[src/rtl/dest_seq_ctrl_if.sv]
// dest_seq_ctrl_if: instruction handshake between an instruction source and
// the destination-address sequencer.
//   instr_valid  source -> sequencer  instruction offered
//   instr_ready  sequencer -> source  sequencer can accept
//   instr_op     source -> sequencer  2'b00 PIM, 2'b01 MOV, 2'b1x reserved
//   instr_addr   source -> sequencer  base address (PIM) or move target (MOV)
//   instr_len    source -> sequencer  row count (PIM only)
interface dest_seq_ctrl_if #(
    parameter int unsigned N     = 10,
    parameter int unsigned CNT_W = 8
);
    localparam int unsigned OP_W = 2;

    logic             instr_valid;
    logic             instr_ready;
    logic [OP_W-1:0]  instr_op;
    logic [N-1:0]     instr_addr;
    logic [CNT_W-1:0] instr_len;

    modport master (
        output instr_valid,
        output instr_op,
        output instr_addr,
        output instr_len,
        input  instr_ready
    );

    modport slave (
        input  instr_valid,
        input  instr_op,
        input  instr_addr,
        input  instr_len,
        output instr_ready
    );
endinterface

[src/rtl/dest_seq_ctrl.sv]
// dest_seq_ctrl: upstream sequencer for the PIM destination-address register.
// Accepts one PIM or MOV instruction at a time and drives the destination
// register's D / MOV_in / PIM_load / Mov_load / Update_load inputs. A PIM
// instruction walks instr_len consecutive rows (one row_strobe each), then
// pulses done. Rejected instructions pulse err without leaving IDLE.
//
// Ports:
//   clk, rst      rising-edge clock, synchronous active-high reset
//   instr         instruction handshake (slave side)
//   row_stall     array not ready for the next row
//   D, MOV_in     base / move address to the destination register
//   PIM_load, Mov_load, Update_load   destination register load controls
//   row_strobe    current destination row executes this cycle
//   cur_row       shadow of the destination register value
//   busy, done, err  status: not idle / completion pulse / reject pulse
//
// Build option: define DEST_SEQ_STALL_EN to honour row_stall; otherwise
// row_stall is ignored and STEP always advances.
module dest_seq_ctrl #(
    parameter int unsigned N     = 10,
    parameter int unsigned CNT_W = 8
) (
    input  logic             clk,
    input  logic             rst,
    dest_seq_ctrl_if.slave   instr,
    input  logic             row_stall,
    output logic [N-1:0]     D,
    output logic [N-1:0]     MOV_in,
    output logic             PIM_load,
    output logic             Mov_load,
    output logic             Update_load,
    output logic             row_strobe,
    output logic [N-1:0]     cur_row,
    output logic             busy,
    output logic             done,
    output logic             err
);
    localparam int unsigned OP_W   = 2;
    localparam logic [OP_W-1:0] OP_PIM = 2'b00;
    localparam logic [OP_W-1:0] OP_MOV = 2'b01;

    typedef enum logic [2:0] {
        S_IDLE,
        S_LOAD,
        S_MOVE,
        S_STEP,
        S_DONE
    } state_t;

    state_t           state_q, state_d;
    logic [CNT_W-1:0] remaining_q, remaining_d;
    logic [N-1:0]     d_d, mov_d, cur_row_d;
    logic             err_d;
    logic             stall_c;

    // Stall qualification is a build-time option.
`ifdef DEST_SEQ_STALL_EN
    assign stall_c = row_stall;
`else
    logic unused_row_stall;
    assign unused_row_stall = row_stall;
    assign stall_c          = 1'b0;
`endif

    // Ready is withheld while reset is asserted so nothing is accepted then.
    assign instr.instr_ready = (state_q == S_IDLE) & ~rst;
    assign busy              = (state_q != S_IDLE);

    // State and datapath registers.
    always_ff @(posedge clk) begin
        if (rst) begin
            state_q     <= S_IDLE;
            remaining_q <= '0;
            D           <= '0;
            MOV_in      <= '0;
            cur_row     <= '0;
            err         <= 1'b0;
        end else begin
            state_q     <= state_d;
            remaining_q <= remaining_d;
            D           <= d_d;
            MOV_in      <= mov_d;
            cur_row     <= cur_row_d;
            err         <= err_d;
        end
    end

    // Next-state, datapath update and strobe decode from registered state.
    always_comb begin
        state_d     = state_q;
        remaining_d = remaining_q;
        d_d         = D;
        mov_d       = MOV_in;
        cur_row_d   = cur_row;
        err_d       = 1'b0;
        PIM_load    = 1'b0;
        Mov_load    = 1'b0;
        Update_load = 1'b0;
        row_strobe  = 1'b0;
        done        = 1'b0;

        case (state_q)
            S_IDLE: begin
                if (instr.instr_valid) begin
                    remaining_d = CNT_W'(instr.instr_len);
                    case (instr.instr_op)
                        OP_PIM: begin
                            d_d = N'(instr.instr_addr);
                            if (instr.instr_len == '0) begin
                                err_d = 1'b1;
                            end else begin
                                state_d = S_LOAD;
                            end
                        end
                        OP_MOV: begin
                            mov_d   = N'(instr.instr_addr);
                            state_d = S_MOVE;
                        end
                        default: err_d = 1'b1;
                    endcase
                end
            end
            S_LOAD: begin
                PIM_load  = 1'b1;
                cur_row_d = D;
                state_d   = S_STEP;
            end
            S_MOVE: begin
                Mov_load  = 1'b1;
                cur_row_d = MOV_in;
                state_d   = S_DONE;
            end
            S_STEP: begin
                if (!stall_c) begin
                    row_strobe  = 1'b1;
                    remaining_d = remaining_q - CNT_W'(1);
                    // The last row gets no update so the register stays on it.
                    if (remaining_q > CNT_W'(1)) begin
                        Update_load = 1'b1;
                        cur_row_d   = cur_row + N'(1);
                    end else begin
                        state_d = S_DONE;
                    end
                end
            end
            S_DONE: begin
                done    = 1'b1;
                state_d = S_IDLE;
            end
            default: state_d = S_IDLE;
        endcase
    end
endmodule

[src/flat_wrapper.sv]
// flat-port wrapper written by rule: the top's interface ports become plain ports
module dest_seq_ctrl_flat 
#(
    parameter int unsigned N     = 10,
    parameter int unsigned CNT_W = 8
)
  (clk, rst, row_stall, D, MOV_in, PIM_load, Mov_load, Update_load, row_strobe, cur_row, busy, done, err, instr_instr_valid, instr_instr_op, instr_instr_addr, instr_instr_len, instr_instr_ready);
  dest_seq_ctrl_if #(.N(N), .CNT_W(CNT_W)) instr_i ();
  input  logic clk;
  input  logic rst;
  input  logic row_stall;
  output logic [N-1:0] D;
  output logic [N-1:0] MOV_in;
  output logic PIM_load;
  output logic Mov_load;
  output logic Update_load;
  output logic row_strobe;
  output logic [N-1:0] cur_row;
  output logic busy;
  output logic done;
  output logic err;
  input wire logic [$bits(instr_i.instr_valid)-1:0] instr_instr_valid;
  input wire logic [$bits(instr_i.instr_op)-1:0] instr_instr_op;
  input wire logic [$bits(instr_i.instr_addr)-1:0] instr_instr_addr;
  input wire logic [$bits(instr_i.instr_len)-1:0] instr_instr_len;
  output wire logic [$bits(instr_i.instr_ready)-1:0] instr_instr_ready;
  assign instr_i.instr_valid = instr_instr_valid;
  assign instr_i.instr_op = instr_instr_op;
  assign instr_i.instr_addr = instr_instr_addr;
  assign instr_i.instr_len = instr_instr_len;
  assign instr_instr_ready = instr_i.instr_ready;
  dest_seq_ctrl #(.N(N), .CNT_W(CNT_W)) u_core (.clk(clk), .rst(rst), .instr(instr_i), .row_stall(row_stall), .D(D), .MOV_in(MOV_in), .PIM_load(PIM_load), .Mov_load(Mov_load), .Update_load(Update_load), .row_strobe(row_strobe), .cur_row(cur_row), .busy(busy), .done(done), .err(err));
endmodule
[config.mk]
export PLATFORM = sky130hd
export DESIGN_NAME = dest_seq_ctrl_flat
export DESIGN_NICKNAME = d
export VERILOG_FILES = /design/src/rtl/dest_seq_ctrl_if.sv /design/src/rtl/dest_seq_ctrl.sv /design/src/flat_wrapper.sv
export SDC_FILE = /design/constraint.sdc
export NUM_CORES = 1
export LEC_CHECK = 0
export CAP_MARGIN = 40
export CORE_ASPECT_RATIO = 1.2
export CORE_UTILIZATION = 47
export DETAILED_ROUTE_END_ITERATION = 16
export PLACE_DENSITY_LB_ADDON = 0.05
export SLEW_MARGIN = 20
export SYNTH_ARGS = -nofsm -noshare
export SYNTH_HDL_FRONTEND = slang
export SYNTH_SLANG_ARGS = --single-unit
[constraint.sdc]
create_clock -name clk -period 2.4 [get_ports clk]
set_input_delay 0.36 -clock clk [delete_from_list [all_inputs] [get_ports clk]]
set_output_delay 0.36 -clock clk [all_outputs]
set_load 0.005 [all_outputs]
==> results of run 1 <==
## power groups by stage
stage | Sequential, W | Combinational (W) | Clock (W)
2_1_floorplan | 0.000792 | 0.000314 | 0
3_3_place_gp | 0.000810 | 0.000500 | 0
3_5_place_dp | 0.000811 | 0.000504 | 0
4_1_cts | 0.000795 | 0.000512 | 0.000568
5_1_grt | 0.000805 | 0.000585 | 0.000591
6_report | 0.000798 | 0.000526 | 0.000558
## cell usage after synthesis (3+ instances only)
master	n	share of area, %
o311ai_0	3	1.2
buf_2	5	1.2
and2_1	5	1.4
a21oi_1	36	8.3
o211ai_1	4	1.4
inv_1	5	0.87
clkbuf_1	12	2.1
a211oi_1	9	3.1
a31oi_1	7	2.0
dfxtp_1	42	39
nand3b_1	4	1.4
nor3_1	9	2.1
nand3_1	16	3.7
nor2_1	16	2.8
nor3b_1	3	1.0
o21ai_0	12	2.8
nor4_1	4	1.2
nand2b_1	5	1.4
nand2_1	53	9.2
ha_1	3	1.7
## critical path, delay by kind of cell, from the launching register on
family	cells	cell delay (ns)
flops	1	0.39
simple gates	3	0.81
buf+inv	1	0.44
## cell usage in the layout, fill, tap and decap left out, types with 2 or more instances in the layout
| cell type | n |
|---|---|
| clkdlybuf4s50_1 | 60 |
| nand2_1 | 53 |
| dfxtp_1 | 41 |
| a21oi_1 | 36 |
| nor2_1 | 16 |
| nand3_1 | 15 |
| o21ai_0 | 12 |
| nor3_1 | 9 |
| a211oi_1 | 9 |
| buf_4 | 9 |
| a31oi_1 | 7 |
| inv_1 | 5 |
| nand2b_1 | 5 |
| clkbuf_8 | 5 |
| and2_1 | 4 |
| nand3b_1 | 4 |
| o211ai_1 | 4 |
| nor3b_1 | 3 |
| nor4_1 | 3 |
| o311ai_0 | 3 |
| or2_4 | 2 |
| a41oi_1 | 2 |
| nor2b_1 | 2 |
| mux2i_1 | 2 |
| or3_2 | 2 |
| ha_1 | 2 |
| clkinv_2 | 2 |
## kinds of logic after synthesis
logic type                 count (synthesis)
and+or+nand+nor                          132
AOI/OAI and AO/OA                         80
DFF                                       42
buffers and inverters                     25
adders and majority gates                  3
muxes                                      2
xor gates and xnor gates                   1
## per-layer routing
layer / GRT usage (%) / routed length, µm / vias up
li1: - / - / 1127
met1: 35.7 / 2820 / 1040
met2: 40.1 / 2780 / 81
met3: 5.69 / 331 / 6
met4: 9.32 / 72 / 0
met5: 0 / 0 / -
## layout make-up
cell class,instances,share of cell area (%)
Sequential cell,42,28.5
Tap cell,56,2.37
Clock buffer,5,2.33
Timing Repair Buffer,69,22.6
Multi-Input combinational cell,218,42.2
Inverter,6,0.761
Clock inverter,3,1.35
## worst min path at each step
stage	slack, ns	startpoint	end	depth (start not counted)
2_1_floorplan	0.46	u_core.MOV_in[6]$_SDFFE_PP0P_	u_core.MOV_in[6]$_SDFFE_PP0P_	2
3_3_place_gp	0.46	u_core.MOV_in[3]$_SDFFE_PP0P_	u_core.MOV_in[3]$_SDFFE_PP0P_	2
3_5_place_dp	0.47	u_core.MOV_in[3]$_SDFFE_PP0P_	u_core.MOV_in[3]$_SDFFE_PP0P_	2
4_1_cts	0.47	u_core.remaining_q[0]$_SDFFE_PP0P_	u_core.remaining_q[0]$_SDFFE_PP0P_	1
5_1_grt	0.49	u_core.remaining_q[0]$_SDFFE_PP0P_	u_core.remaining_q[0]$_SDFFE_PP0P_	1
6_report	0.47	u_core.remaining_q[0]$_SDFFE_PP0P_	u_core.remaining_q[0]$_SDFFE_PP0P_	1
## through the flow
stage                     cells  setup TNS [ns]
after global placement      391               0
after detailed placement    391               0
after CTS                   399               0
after global routing        399       -0.000628
after floorplan             285               0
final                       399               0
## sequential cells by signal, indices dropped and copies added, names as in the netlist
| name | cells |
|---|---|
| u_core.D | 10 |
| u_core.MOV_in | 10 |
| u_core.cur_row | 10 |
| u_core.err | 1 |
| u_core.remaining_q | 8 |
| u_core.state_q | 3 |
==> metrics.log, run 1 <==
[metrics] Setup crit end kind: output pin
[metrics] Clock power frac: 29.6%
[metrics] beginning of the critical path: u_core.remaining_q[2]$_SDFFE_PP0P_
[metrics] post-CTS repair timing setup buffer count: 0
[metrics] area share of and/or/nand/nor cells after synthesis: 30.9%
[metrics] power dissipated by switching net loads: approximately 0.00058 W
[metrics] Post-Synthesis Cells: around 290
[metrics] CTS tree: done
[metrics] result of the run: finished, final reports clean
[metrics] max-slew violation count: 0
[metrics] worst reg2reg endpoint: u_core.remaining_q[7]$_SDFFE_PP0P_
[metrics] starting density of the core: between 40% and 50%
[metrics] diode insertion count for antenna repair: 0
[metrics] worst slack after detailed placement: roughly 0.21 ns
[metrics] final-layout worst hold slack: between 0.4 and 0.5 ns
[metrics] largest net degree at the start of global routing: 43
[metrics] Final Total Pwr: ~0.0019 W
[metrics] deepest clock path buffer count: 2
[metrics] summed instance area of the synthesized netlist: 0.00217 mm²
[metrics] Seq/Total Area, Yosys: between 30 and 40%
[metrics] standard cell area after detailed placement: approximately 0.0028 mm²
[metrics] worst reg2reg setup slack: about 0.54 ns
[metrics] post-synthesis xor/xnor area fraction: less than 1%
[metrics] Static Leakage: 0.998 nW
[metrics] DRC violations left: 0
[metrics] DRT iter0 DRCs: approximately 170
[metrics] largest driver fanout on the critical path: 7
[metrics] depth of the worst register-to-register path: 6
[metrics] fraction of synthesized area in multiplexers: less than 1%
[metrics] count of final setup violators: 0
[metrics] row count: 26
[metrics] cell-internal power: 0.00131 W
[metrics] signal arrival time at the worst endpoint: between 1.5 and 2 ns
[metrics] global-route wire length before repair: approximately 10000 µm
[metrics] net total in the final layout: approximately 370
[metrics] post-synthesis adder-cell area fraction: under 10%
[metrics] post-synthesis async set-or-reset flop share: 0%
[metrics] main combinational cell family by area after synthesis: simple AND/OR/NAND/NOR gates
[metrics] Worst Max-Slew Pin Slew: between 0.4 and 0.5 ns
[metrics] total global routing overflow: 0
[metrics] clock slew seen by the registers of the worst setup and hold paths: around 0.08 ns
[metrics] end point of the critical path: Update_load
[metrics] most instantiated flip-flop cell in the synthesis netlist: dfxtp_1
[metrics] footprint of the flip-flops and latches: between 800 and 900 µm²
[metrics] CP Launch Type: flop
[metrics] Synth Area in Compound Gates: 22.4%
[metrics] worst min-delay path class: flop to flop
[metrics] worst-case vdd ir drop: roughly 0.00041 V
[metrics] CP peak stage delay: approximately 0.48 ns
[metrics] library cells used by synthesis: 46
[metrics] worst flop-to-flop path startpoint: u_core.state_q[1]$_SDFFE_PP0P_
[metrics] multi-input gate area in the final layout: ~0.0012 mm²
[metrics] antenna violations before repair: 0
[metrics] Die Span X: 64.0 µm
[metrics] Clock Sinks: 42
[metrics] Layout area overhead: 36.4%
[metrics] minimum setup slack in the final design: slightly above 0.1 ns
[metrics] Finished Cell Area: 0.00296 mm²
[metrics] worst slew margin relative to its limit: ~68%
[metrics] category of the most critical setup path: flop to output pin
[metrics] CTS Buf Count: 5
[metrics] hold_buf cts: 0
[metrics] HPWL after detailed placement: 4280 µm
[metrics] fraction of layout cells with a size suffix above 1: approximately a tenth
[metrics] skew final: 0.00481 ns
[metrics] clk root buf: clkbuf_8
[metrics] Core ar.: roughly 0.0044 mm²
[metrics] number of filler instances in the final layout: around 380
[metrics] Vias: between 2000 and 2500
[metrics] wirelength, routed: around 6000 µm
[metrics] min cycle time layout: about 2.3 ns
[metrics] required time of the worst setup path: roughly 2 ns
[metrics] switching part of the total power: slightly above 30%
[metrics] Die Y: between 70 and 80 µm
[metrics] number of synthesized flops with an enable pin: 0
[metrics] die area: roughly 0.005 mm²
[metrics] share of total power in combinational logic: between 20 and 30%
[metrics] Mapped Avg Cell Area: between 7 and 8 µm²
[metrics] Reg power frac: 42.4%
[metrics] Period Utilization, post-route: between 90% and 100%
[metrics] final weighted congestion in routability-driven placement: about 0.85
[metrics] final antenna-violating net count: 0
[metrics] DR pass1 iterations: 4
[metrics] via count of the first global-routing pass: around 2100
[metrics] CTS H-tree depth: 2
[metrics] Cell Pwr Density: 636 mW/mm²
[metrics] post-synthesis register bit count: 42
[metrics] CTS-repair resized insts: 3
[metrics] count of warnings emitted by yosys: 0
[metrics] Post-Synthesis Net Count: 312
[metrics] final standard cell utilization of the core: between 60% and 70%
[metrics] Final Hold Vio Count: 0
[metrics] average via count per standard cell: about 5.6
[metrics] Routed WL per cell: 15.1 µm
[metrics] overall track demand over capacity in global routing: a little over a quarter
[metrics] critical-path cell with the highest stage delay: nor4_2
[metrics] I/O pin cnt: 62
[metrics] insertion delay to the later sink of the worst-skew pair: roughly 0.29 ns
[metrics] max-capacitance violation count: 0
[metrics] upper clock frequency limit: approximately 440 MHz
[metrics] IO Port Bufs: 60
[metrics] crit-path cells: nor4_2, nand3_4, and2_4, clkdlybuf4s50_1
Power figures use the tool's default switching activity.
==> inputs of run 2 (changes only) <==
--- a/config.mk
+++ b/config.mk
@@ -5,12 +5,15 @@
 export SDC_FILE = /design/constraint.sdc
 export NUM_CORES = 1
 export LEC_CHECK = 0
+export ABC_CLOCK_PERIOD_IN_PS = 2400
 export CAP_MARGIN = 40
 export CORE_ASPECT_RATIO = 1.2
 export CORE_UTILIZATION = 47
 export DETAILED_ROUTE_END_ITERATION = 16
 export PLACE_DENSITY_LB_ADDON = 0.05
+export SKIP_LAST_GASP = 1
 export SLEW_MARGIN = 20
 export SYNTH_ARGS = -nofsm -noshare
 export SYNTH_HDL_FRONTEND = slang
 export SYNTH_SLANG_ARGS = --single-unit
+export TNS_END_PERCENT = 30
==> results of run 2 <==
The final DEF is identical to that of run 1; final timing and power are the same.
==> inputs of run 3 (changes only) <==
--- a/config.mk
+++ b/config.mk
@@ -5,10 +5,11 @@
 export SDC_FILE = /design/constraint.sdc
 export NUM_CORES = 1
 export LEC_CHECK = 0
+export ABC_AREA = 1
 export ABC_CLOCK_PERIOD_IN_PS = 2400
 export CAP_MARGIN = 40
 export CORE_ASPECT_RATIO = 1.2
-export CORE_UTILIZATION = 47
+export CORE_UTILIZATION = 48
 export DETAILED_ROUTE_END_ITERATION = 16
 export PLACE_DENSITY_LB_ADDON = 0.05
 export SKIP_LAST_GASP = 1
==> run 3 against run 2 <==
  * Clock power fell by 16%
  * Synthesized cell count rose by 23%
  * Die area rose by 1.5%
  * Final cell count rose by 18%
  * Design area rose by 2.0%
  * Sequential share of layout area fell by 0.60 points
  * Critical endpoint unchanged
  * Clock-buffer cell count did not move
  * Hold slack improved by 0.0068 ns
  * Area after synthesis rose by 3.7%
  * Non-clock buffer count fell by 3
  * Critical path type unchanged
  * Clock skew rose by 0.0079 ns
==> metrics.log, run 3 <==
[metrics] required time of the worst setup path: around 2.0 ns
[metrics] post-synthesis register bit count: 42
[metrics] Final Total Pwr: 0.00290 W
[metrics] worst slew margin relative to its limit: between 80% and 90%
[metrics] library cells used by synthesis: 30
[metrics] diode insertion count for antenna repair: 0
[metrics] total global routing overflow: 0
[metrics] Die Span X: ~65 µm
[metrics] max-slew violation count: 0
[metrics] leading cell type in the layout, fill and taps excluded: nand2_1
[metrics] I/O pin cnt: 62
[metrics] Static Leakage: approximately 1.3 nW
[metrics] deepest clock path buffer count: 2
[metrics] Period Utilization, post-route: a little over nine tenths
[metrics] count of warnings emitted by yosys: 0
[metrics] Cell Pwr Density: between 900 and 1000 mW/mm²
[metrics] area share of and/or/nand/nor cells after synthesis: between 30% and 40%
[metrics] average via count per standard cell: a little over 5
[metrics] Layout area overhead: 34.1%
[metrics] fraction of synthesized area in multiplexers: 0%
[metrics] net total in the final layout: approximately 440
[metrics] RSZ-0062 raised after global routing: false
[metrics] result of the run: finished, final reports clean
[metrics] most instantiated flip-flop cell in the synthesis netlist: dfxtp_1
[metrics] number of filler instances in the final layout: about 410
[metrics] Synth Area in Compound Gates: between 10 and 15%
[metrics] clk root buf: clkbuf_8
[metrics] clock slew seen by the registers of the worst setup and hold paths: ~0.09 ns
[metrics] Clock Sinks: 42
[metrics] count of final setup violators: 0
[metrics] global-route wire length before repair: about 9700 µm
[metrics] final standard cell utilization of the core: 68.7%
[metrics] Setup crit end kind: output pin
[metrics] skew final: around 0.013 ns
[metrics] final-layout worst hold slack: 0.479 ns
[metrics] Final Hold Vio Count: 0
[metrics] Post-Synthesis Net Count: about 380
[metrics] via count of the first global-routing pass: between 2000 and 2500
[metrics] upper clock frequency limit: 445 MHz
[metrics] most used cells in the layout excluding fill and tap cells: 80 x nand2_1, 77 x nor2_1, 60 x clkdlybuf4s50_1, 42 x dfxtp_1, 31 x inv_1
[metrics] largest driver fanout on the critical path: 6
[metrics] number of synthesized flops with an enable pin: 0
[metrics] critical-path cell with the highest stage delay: clkdlybuf4s50_1
[metrics] largest net degree at the start of global routing: 22
[metrics] final weighted congestion in routability-driven placement: 0.865
[metrics] CP Launch Type: flop
[metrics] Synth area leaders: dfxtp_1 37%, nand2_1 13%, nor2_1 13%, o21ai_0 6.2%, inv_1 5.2%
[metrics] max-capacitance violation count: 0
[metrics] registers with the highest flip-flop counts: u_core.D (10), u_core.MOV_in (10), u_core.cur_row (10)
[metrics] multi-input gate area in the final layout: 0.00124 mm²
[metrics] post-synthesis adder-cell area fraction: about 1.7%
[metrics] IO Port Bufs: 60
[metrics] Seq/Total Area, Yosys: between 30% and 40%
[metrics] wirelength, routed: ~6000 µm
[metrics] die area: roughly 0.0050 mm²
[metrics] antenna violations before repair: 0
[metrics] ranking of synthesized cells by instance count: 80 x nand2_1, 77 x nor2_1, 42 x dfxtp_1
[metrics] Core ar.: ~0.0044 mm²
[metrics] Routed WL per cell: ~13 µm
[metrics] CTS tree: done
[metrics] worst-case vdd ir drop: between 0.0004 and 0.0005 V
[metrics] main combinational cell family by area after synthesis: simple AND/OR/NAND/NOR gates
[metrics] min cycle time layout: between 2 and 2.5 ns
[metrics] Mapped Avg Cell Area: about 6.4 µm²
[metrics] row count: 26
[metrics] most frequently used cell type in the post-synthesis netlist: nand2_1
[metrics] DRT iter0 DRCs: 168
[metrics] insertion delay to the later sink of the worst-skew pair: 0.30 ns
[metrics] crit-path cells: inv_1, ha_4, nor2_1, nor2_1, nand2_1, nand2_2, inv_1, clkdlybuf4s50_1
[metrics] post-synthesis async set-or-reset flop share: 0%
[metrics] minimum setup slack in the final design: between 0.15 and 0.2 ns
[metrics] total negative slack for setup checks: 0 ns
[metrics] CTS Buf Count: 5
[metrics] footprint of the flip-flops and latches: between 800 and 900 µm²
[metrics] summed instance area of the synthesized netlist: 0.00225 mm²
[metrics] Worst Max-Slew Pin Slew: roughly 0.28 ns
[metrics] Post-Synthesis Cells: around 350
[metrics] CTS H-tree depth: 2
[metrics] overall track demand over capacity in global routing: 25.0%
[metrics] fraction of layout cells with a size suffix above 1: 7.69%
[metrics] DR pass1 iterations: 4
[metrics] signal arrival time at the worst endpoint: 1.89 ns
[metrics] worst slack after detailed placement: around 0.4 ns
[metrics] starting density of the core: between 50% and 60%
[metrics] share of the synthesized area in the top cell type: a little under two fifths
[metrics] library cell occupying the most area in the post-synthesis netlist: dfxtp_1
[metrics] DRC violations left: 0
[metrics] worst min-delay path class: flop to flop
[metrics] post-synthesis xor/xnor area fraction: 0%
[metrics] hold_buf cts: 0
[metrics] final antenna-violating net count: 0
[metrics] CP peak stage delay: approximately 0.49 ns
[metrics] HPWL after detailed placement: between 4000 and 5000 µm
[metrics] category of the most critical setup path: flop to output pin
[metrics] Die Y: 77.0 µm
[metrics] Vias: 2431
==> run 3: cell count changes in the layout (fill, tap and decap cells not counted), moves of 7 or more <==
| cell | previous run | this run |
|---|---|---|
| o21ai_0 | 12 | 28 |
| o21ai_1 | 0 | 9 |
| nand2_1 | 53 | 80 |
| nor2_1 | 16 | 77 |
| a21oi_1 | 36 | 13 |
| a211oi_1 | 9 | 2 |
| inv_1 | 5 | 31 |
==> run 3: area by class of cell <==
type | instances | share of cell area (%)
Timing Repair Buffer | 66 | 21.4
Clock buffer | 5 | 2.28
Sequential cell | 42 | 27.9
Inverter | 36 | 4.48
Clock inverter | 3 | 0.705
Multi-Input combinational cell | 264 | 41.0
Tap cell | 56 | 2.32
==> run 3: per-stage QoR <==
stage                     cell area (µm²)  cells
after global routing                 3020    472
after floorplan                      2250    351
after detailed placement             2920    464
final                                3020    472
after global placement               2920    464
after CTS                            3010    472
==> run 3: what timing repair did <==
item                                    CTS  global route
endpoints found under the hold margin     0             0
resized for setup                         0             2
endpoints found under the setup margin    0             1
setup buffers                             0             0
==> run 3: critical path, delay by kind of cell, from the launching register on <==
family	cells	cell delay, ns
adder cells (fa/ha/maj)	1	0.20
buffers and inverters	3	0.68
flip-flops	1	0.39
AND/OR/NAND/NOR	4	0.32
==> run 3: path summary, 6_finish.rpt <==
kind | startpoint | to | slack [ns] | depth (start not counted)
setup / recovery | u_core.remaining_q[0]$_SDFFE_PP0P_ | Update_load | 0.15 | 8
hold / removal | u_core.D[9]$_SDFFE_PP0P_ | u_core.D[9]$_SDFFE_PP0P_ | 0.48 | 2
setup reg to reg | u_core.state_q[0]$_SDFFE_PP0P_ | u_core.D[3]$_SDFFE_PP0P_ | 0.81 | 7
hold reg to reg | u_core.D[9]$_SDFFE_PP0P_ | u_core.D[9]$_SDFFE_PP0P_ | 0.48 | 2
==> run 3: cell families after synthesis <==
logic type	count (synthesis)
adders and majority gates	3
DFF	42
AOI/OAI and AO/OA	60
buffers and inverters	45
and+or+nand+nor	201
==> run 3: power breakdown <==
group | total [W] | leakage (nW) | switching [W] | internal [W]
Sequential | 0.00104 | 0.344 | 0.000177 | 0.000859
Clock | 0.000471 | 0.0441 | 0.000266 | 0.000205
Combinational | 0.00139 | 0.881 | 0.000768 | 0.000623
==> run 3: per-layer routing <==
| layer | track usage [%] | vias up | share of wire [%] |
|---|---|---|---|
| li1 | - | 1259 | - |
| met1 | 32.0 | 1085 | 45 |
| met2 | 41.7 | 78 | 48 |
| met3 | 5.36 | 9 | 5.6 |
| met4 | 6.89 | 0 | 1.1 |
| met5 | 0 | - | 0 |
